## config.mk

```make
export PLATFORM = sky130hd
export DESIGN_NAME = hazard_scoreboard
export DESIGN_NICKNAME = d
export VERILOG_FILES = /design/src/rtl/hazard_scoreboard.sv
export SDC_FILE = /design/constraint.sdc
export NUM_CORES = 1
export LEC_CHECK = 0
export CAP_MARGIN = 10
export CORE_ASPECT_RATIO = 1.4
export CORE_MARGIN = 3
export CORE_UTILIZATION = 28
export DETAILED_ROUTE_END_ITERATION = 7
export SLEW_MARGIN = 20
export SYNTH_ARGS = -nofsm -noshare
export SYNTH_HDL_FRONTEND = slang
export SYNTH_SLANG_ARGS = --single-unit
```

## constraint.sdc

```tcl
create_clock -name clk -period 6.75 [get_ports clk]
set_clock_uncertainty 0.15 [all_clocks]
set_input_delay 2.025 -clock clk [delete_from_list [all_inputs] [get_ports clk]]
set_output_delay 2.025 -clock clk [all_outputs]
set_load 0.1 [all_outputs]
```

## src/rtl/hazard_scoreboard.sv

```systemverilog
// Load-use hazard unit: per-register countdown scoreboard plus stall/redirect arbitration for ID.
// Optional HAZARD_STATS_EN adds saturating stall/flush cycle counters.
module hazard_scoreboard #(
   parameter int NUM_REGS = 32,
   parameter int LOAD_LAT = 1,
   localparam int AW = $clog2(NUM_REGS),
   localparam int CW = $clog2(LOAD_LAT + 1)
) (
   input  logic                clk,
   input  logic                rst,
   input  logic                id_valid,
   input  logic [AW-1:0]       id_rs1,
   input  logic [AW-1:0]       id_rs2,
   input  logic                id_use_rs1,
   input  logic                id_use_rs2,
   input  logic [AW-1:0]       id_rd,
   input  logic                id_is_load,
   input  logic                ex_redirect,
   output logic                stall_pc,
   output logic                stall_if_id,
   output logic                bubble_id_ex,
   output logic                flush_if_id,
   output logic [NUM_REGS-1:0] pending
`ifdef HAZARD_STATS_EN
   ,
   output logic [31:0]         stat_stall_cycles,
   output logic [31:0]         stat_flush_cycles
`endif
);

   logic [CW-1:0]       r_cnt [NUM_REGS];
   logic [NUM_REGS-1:0] w_nz;
   logic                w_hazard;
   logic                w_issue;

   always_comb begin
      w_nz = '0;
      for (int r = 0; r < NUM_REGS; r++) begin
         w_nz[r] = (r_cnt[r] != '0);
      end
   end

   // Entry 0 is held at zero, so x0 can never raise a hazard.
   assign w_hazard = id_valid & ((id_use_rs1 & w_nz[id_rs1]) | (id_use_rs2 & w_nz[id_rs2]));
   assign w_issue  = id_valid & ~w_hazard & ~ex_redirect;

   assign pending      = w_nz;
   assign flush_if_id  = ex_redirect;
   assign bubble_id_ex = ex_redirect | w_hazard;
   assign stall_pc     = ~ex_redirect & w_hazard;
   assign stall_if_id  = ~ex_redirect & w_hazard;

   always_ff @(posedge clk) begin
      for (int r = 0; r < NUM_REGS; r++) begin
         if (rst || r == 0) begin
            r_cnt[r] <= '0;
         end else if (w_issue && id_is_load && id_rd == AW'(r)) begin
            // A new load restarts the countdown even if one is in flight.
            r_cnt[r] <= CW'(LOAD_LAT);
         end else if (w_nz[r]) begin
            r_cnt[r] <= r_cnt[r] - CW'(1);
         end
      end
   end

`ifdef HAZARD_STATS_EN
   function automatic logic [31:0] sat_inc(input logic [31:0] v);
      return (v == 32'hFFFF_FFFF) ? v : v + 32'd1;
   endfunction

   logic [31:0] r_stall_cycles;
   logic [31:0] r_flush_cycles;

   always_ff @(posedge clk) begin
      if (rst) begin
         r_stall_cycles <= '0;
         r_flush_cycles <= '0;
      end else begin
         if (w_hazard && !ex_redirect) r_stall_cycles <= sat_inc(r_stall_cycles);
         if (ex_redirect)              r_flush_cycles <= sat_inc(r_flush_cycles);
      end
   end

   assign stat_stall_cycles = r_stall_cycles;
   assign stat_flush_cycles = r_flush_cycles;
`endif

endmodule

```

; ---- Yosys cells after proc, flatten, opt, wreduce, memory -nomap -nowiden
; Memory sizes are Yosys's and may differ from the RTL's.
; Cells that the tools add are included.
[word_totals]
ram_bits = 32
mem_bits_ro = 0
inputBits = 22
elab_cells = 454
n_memories = 1
register_bits = 0
output_inout_bits = 36
latch_bits = 0
[classes]
eq_ne = 31
mul = 0
add_sub_neg = 31
muxes = 285
order_cmp = 2
n_reduce_logical = 32
div_mod_pow = 0
bitwise = 72
shifts = 0
[memory_table]
columns = memory, words, width, read_ports, rd_ports_with_merged_regs, wr, line
row1 = r_cnt, 32, 1, 32, 0, 32, 31  ; logic [CW-1:0] r_cnt [NUM_REGS];
[op_table]
columns = operator, count
row1 = $mux W1, 283
row2 = $eq A5 B5 Y1 const B, 16
row3 = $or A1 B1 Y1, 64
row4 = $eq A5 B4 Y1 const B, 8
row5 = $logic_and A1 B1 Y1, 32
row6 = $sub A1 B1 Y1 const B, 31
row7 = $eq A5 B3 Y1 const B, 4
row8 = $lt A5 B6 Y1 const B, 2
row9 = $bmux W1 S5, 2
row10 = $eq A5 B2 Y1 const B, 2
row11 = $and A1 B1 Y1, 6
row12 = $eq A5 B1 Y1 const B, 1
row13 = $not A1 Y1, 2

; ---- Longest topological paths before layout
[depth]
depth_word = 15
depth_mapped = 8
depth_no_buf = 5

; ---- Least setup slack after synthesis
; No wires, ideal clock.
[synth_timing]
path_type = input-to-output
start = input id_rs2[1]
end = output stall_pc
path_buffers = 3
path_stages = 8
setup_slack_ps = 31
arrival_time_ps = 4544
required_time_ps = 4575
cell_sequence = buf_2 -> mux4_2 -> mux4_2 -> nor2b_2 -> o32ai_4 -> buf_6 -> and2_1 -> buf_4
[synth_between]
elab_chain_cells = 6
[synth_lines]
columns = item, line
row1 = from (decl), 13  ; input logic [AW-1:0] id_rs2,
row2 = $bmux W1 S5, 44  ; assign w_hazard = id_valid & ((id_use_rs1 & w_nz[id_rs1]) | (id_use_rs2 & w_nz[id_rs2]));
row3 = $mux W1 (not written as such), 44
row4 = $and A1 B1 Y1, 44
row5 = $or A1 B1 Y1, 44
row6 = $and A1 B1 Y1, 44
row7 = $and A1 B1 Y1, -
row8 = to (decl), 19  ; output logic stall_pc,
; No other way between the ends. The select of a mux whose other input is x is not followed.

; ---- Worst setup path after layout
[layout_timing]
start = input id_rs2[1]
end = output stall_pc
[layout_between]
elab_chain_cells = 6
[layout_lines]
columns = item, line
row1 = $bmux W1 S5, 44
row2 = $mux W1 (not written as such), 44
row3 = $and A1 B1 Y1, 44
row4 = $or A1 B1 Y1, 44
row5 = $and A1 B1 Y1, 44
row6 = $and A1 B1 Y1, 50  ; assign stall_pc = ~ex_redirect & w_hazard;
; No other way between the ends. The select of a mux whose other input is x is not followed.

==> impl_metrics.yaml <==
sta:
  drv_slew: 0
  hold_violations: 0
  tns_ns: 0
  period_share_pct: 98.2
  setup_viol: 0
  rsz0062_at_grt: "no"
  slew_headroom_pct: 34.5
  layout_setup_ws_ns: 0.124
  fmax_mhz: 151
  tightest_slew_ns: 0.980
  fin_crit_ns: 6.63
layout:
  register_area_um2: 931
  fillers: 787
  multi_input_area_um2: 1200
  layout-drive-gt1-share_pct: 14.6
  largest_reg_flops: 31
  reg.largest.list: "r_cnt x31"
  top_register: "r_cnt"
  area_delta_synth_final_pct: 30.9
  diodes: 0
  finalNetCount: 282
synthesis:
  syn_inst: 216
  synth-edff-count: 31
  synth_area_per_cell_um2: 10.5
  ys_ff_latch: 31
  synth_top_cell_area_share_pct: 41.2
  ys_warn_count: 0
  ys_seq_area_share_pct: 41.2
  syn_area_um2: 2260
  synth_fp_nets: 238
  ys.flop_type: "edfxtp_1"
  synth_area_leaders: "edfxtp_1, mux4_2, o31ai_1"
  ys_types: 30
  synthArstFlopShare_pct: 0
  yosys.area.top_type: "edfxtp_1"
setup_path:
  cp_max_fo: 6
  startpoint_type: "input port"
  critPathArrivalTime_ns: 4.45
  r2r_start: "r_cnt[1][9]"
  crit_required_ns: 4.58
  critPathCaptureType: "primary output"
  worstSetupStartpoint: "id_rs2[1]"
  crit_type: "input port to primary output"
floorplan:
  chipHeight_um: 112
  initial_core_util_pct: 29.0
  die_area_um2: 9200
  die_w_um: 81.9
  core_area_um2: 7800
  ioPinCount: 58
  rows: 38
power:
  ir_drop_mv: 0.0784
  switching_share_pct: 37.3
  p_leak_nw: 0.934
  power_frac_seq_pct: 41.6
  powerDensity_nw_per_um2: 189
  clkPwrFrac_pct: 24.1
  power_switching_mw: 0.209
  p_int_mw: 0.352
  power_mw: 0.561
  combPwrFrac_pct: 34.4
route:
  detail-route-antenna-nets: 0
  drc: 0
  routed_via_density: 5.27
  dr_total_vias: 1901
  routed_wl_um: 6570
  dr.pass1.iters: 4
  wire_per_inst_um: 18.2
  drtIter0Drc: 124
clock_tree:
  cts.clk_slew.worst_paths_ns: 0.06
  clkSinkCount: 31
  hold_buffers: 0
  ctsResizeCount: 0
  cts_buffer_depth: 2
  root_buffer: "clkbuf_8"
  cts_tree: "built"
  worst_skew_pair.late_latency_ns: 0.28
  numCtsBuffers: 5
  htree_levels: 2
  post_cts_buffers: 0
worst_hold_path:
  min_path_type: "register to register"
  hp-start: "r_cnt[0][10]"
place:
  portBuffers: 56
  dpl.hpwl_um: 4970
  pre_cts_slack_ns: 0.110
  gp_congestion: 0.780
global_route:
  grt-ovfl-total: 0
  track_usage_pct: 14.9
  grt_pass1_wl_um: 10400
  grt_pass1_vias: 1968
  grt_max_degree: 63
  antenna_found_initial: 0
run:
  cap_violations: 0
outcome:
  status: "complete, no violations"
## cells by family (layout without fill, tap and decap cells)
group	count (synthesis)	after routing	synth area share [%]
and+or+nand+nor	100	100	21.0
AOI/OAI and AO/OA	40	40	14.4
DFF	31	31	41.2
buffers and inverters	24	69	5.81
muxes	20	20	17.4
other	1	1	0.166
## stage by stage
stage               cells  hold WS [ns]  util [%]  instance area (µm²)
finish                361         0.504      38.0                 2960
global route          361         0.544      38.0                 2960
CTS                   361         0.507      38.0                 2960
detailed placement    353         0.491      36.9                 2880
global placement      353         0.480      36.9                 2880
floorplan             216          1.07         -                 2260
## worst paths after layout
check	slack [ns]	cells after the start	endpoint
max	0.12	7	stall_pc
min	0.50	2	r_cnt[0][10]
max reg2reg	3.82	6	r_cnt[0][5]
min reg2reg	0.50	2	r_cnt[0][10]
## power by group through the flow
stage          registers (mW)  clock network [mW]  logic, mW
2_1_floorplan           0.296                   0     0.0843
3_3_place_gp            0.237                   0      0.191
3_5_place_dp            0.237                   0      0.193
4_1_cts                 0.233               0.139      0.194
5_1_grt                 0.234               0.149      0.202
6_report                0.233               0.135      0.193
## placed cells by master, fill, tap and decap left out, drive strengths merged, types with 2 or more instances in the layout
cell type and n:
nor2 33, nor2b 10, mux4 15, a221oi 2, clkdlybuf4s50 52, nand2 10
nand3 7, buf 9, or2 2, edfxtp 31, and2 2, o31ai 31
clkbuf 6, clkinv 2, nand2b 3, mux2 5, nor3 30
## metal layers
metal | GRT usage, % | vias to the layer above | routed length, µm
li1 | - | 922 | -
met1 | 18.3 | 910 | 2520
met2 | 26.0 | 60 | 3550
met3 | 2.25 | 9 | 390
met4 | 5.21 | 0 | 117
met5 | 0 | - | 0
## final cells by class
cell class / count / share of cell area, %
clock inverters: 2 / 0.254
flip-flops and latches: 31 / 31.4
clock buffers: 6 / 2.45
well taps: 100 / 4.23
multi-input cells: 161 / 40.5
repair buffers: 61 / 21.1
## worst max-delay path, stage by stage
cell and delay [ns]:
clkdlybuf4s50_1 0.66, mux4_2 0.55, mux4_2 0.50, nor2b_2 0.17, o32ai_4 0.11, and2_1 0.23
buf_12 0.19
## Yosys cell counts (2+ instances only)
cell type and n:
buf_1 3, buf_4 3, nor3_1 30, buf_6 3, clkbuf_1 9, or2_2 2
nor2b_1 9, nand2_1 10, nand2b_1 3, edfxtp_1 31, o31ai_1 31, buf_2 6
a221oi_1 2, and2_1 2, nor2_1 33, mux4_2 15, nand3_1 7, mux2_2 5
Note: power is estimated with default switching activity, not from simulation.
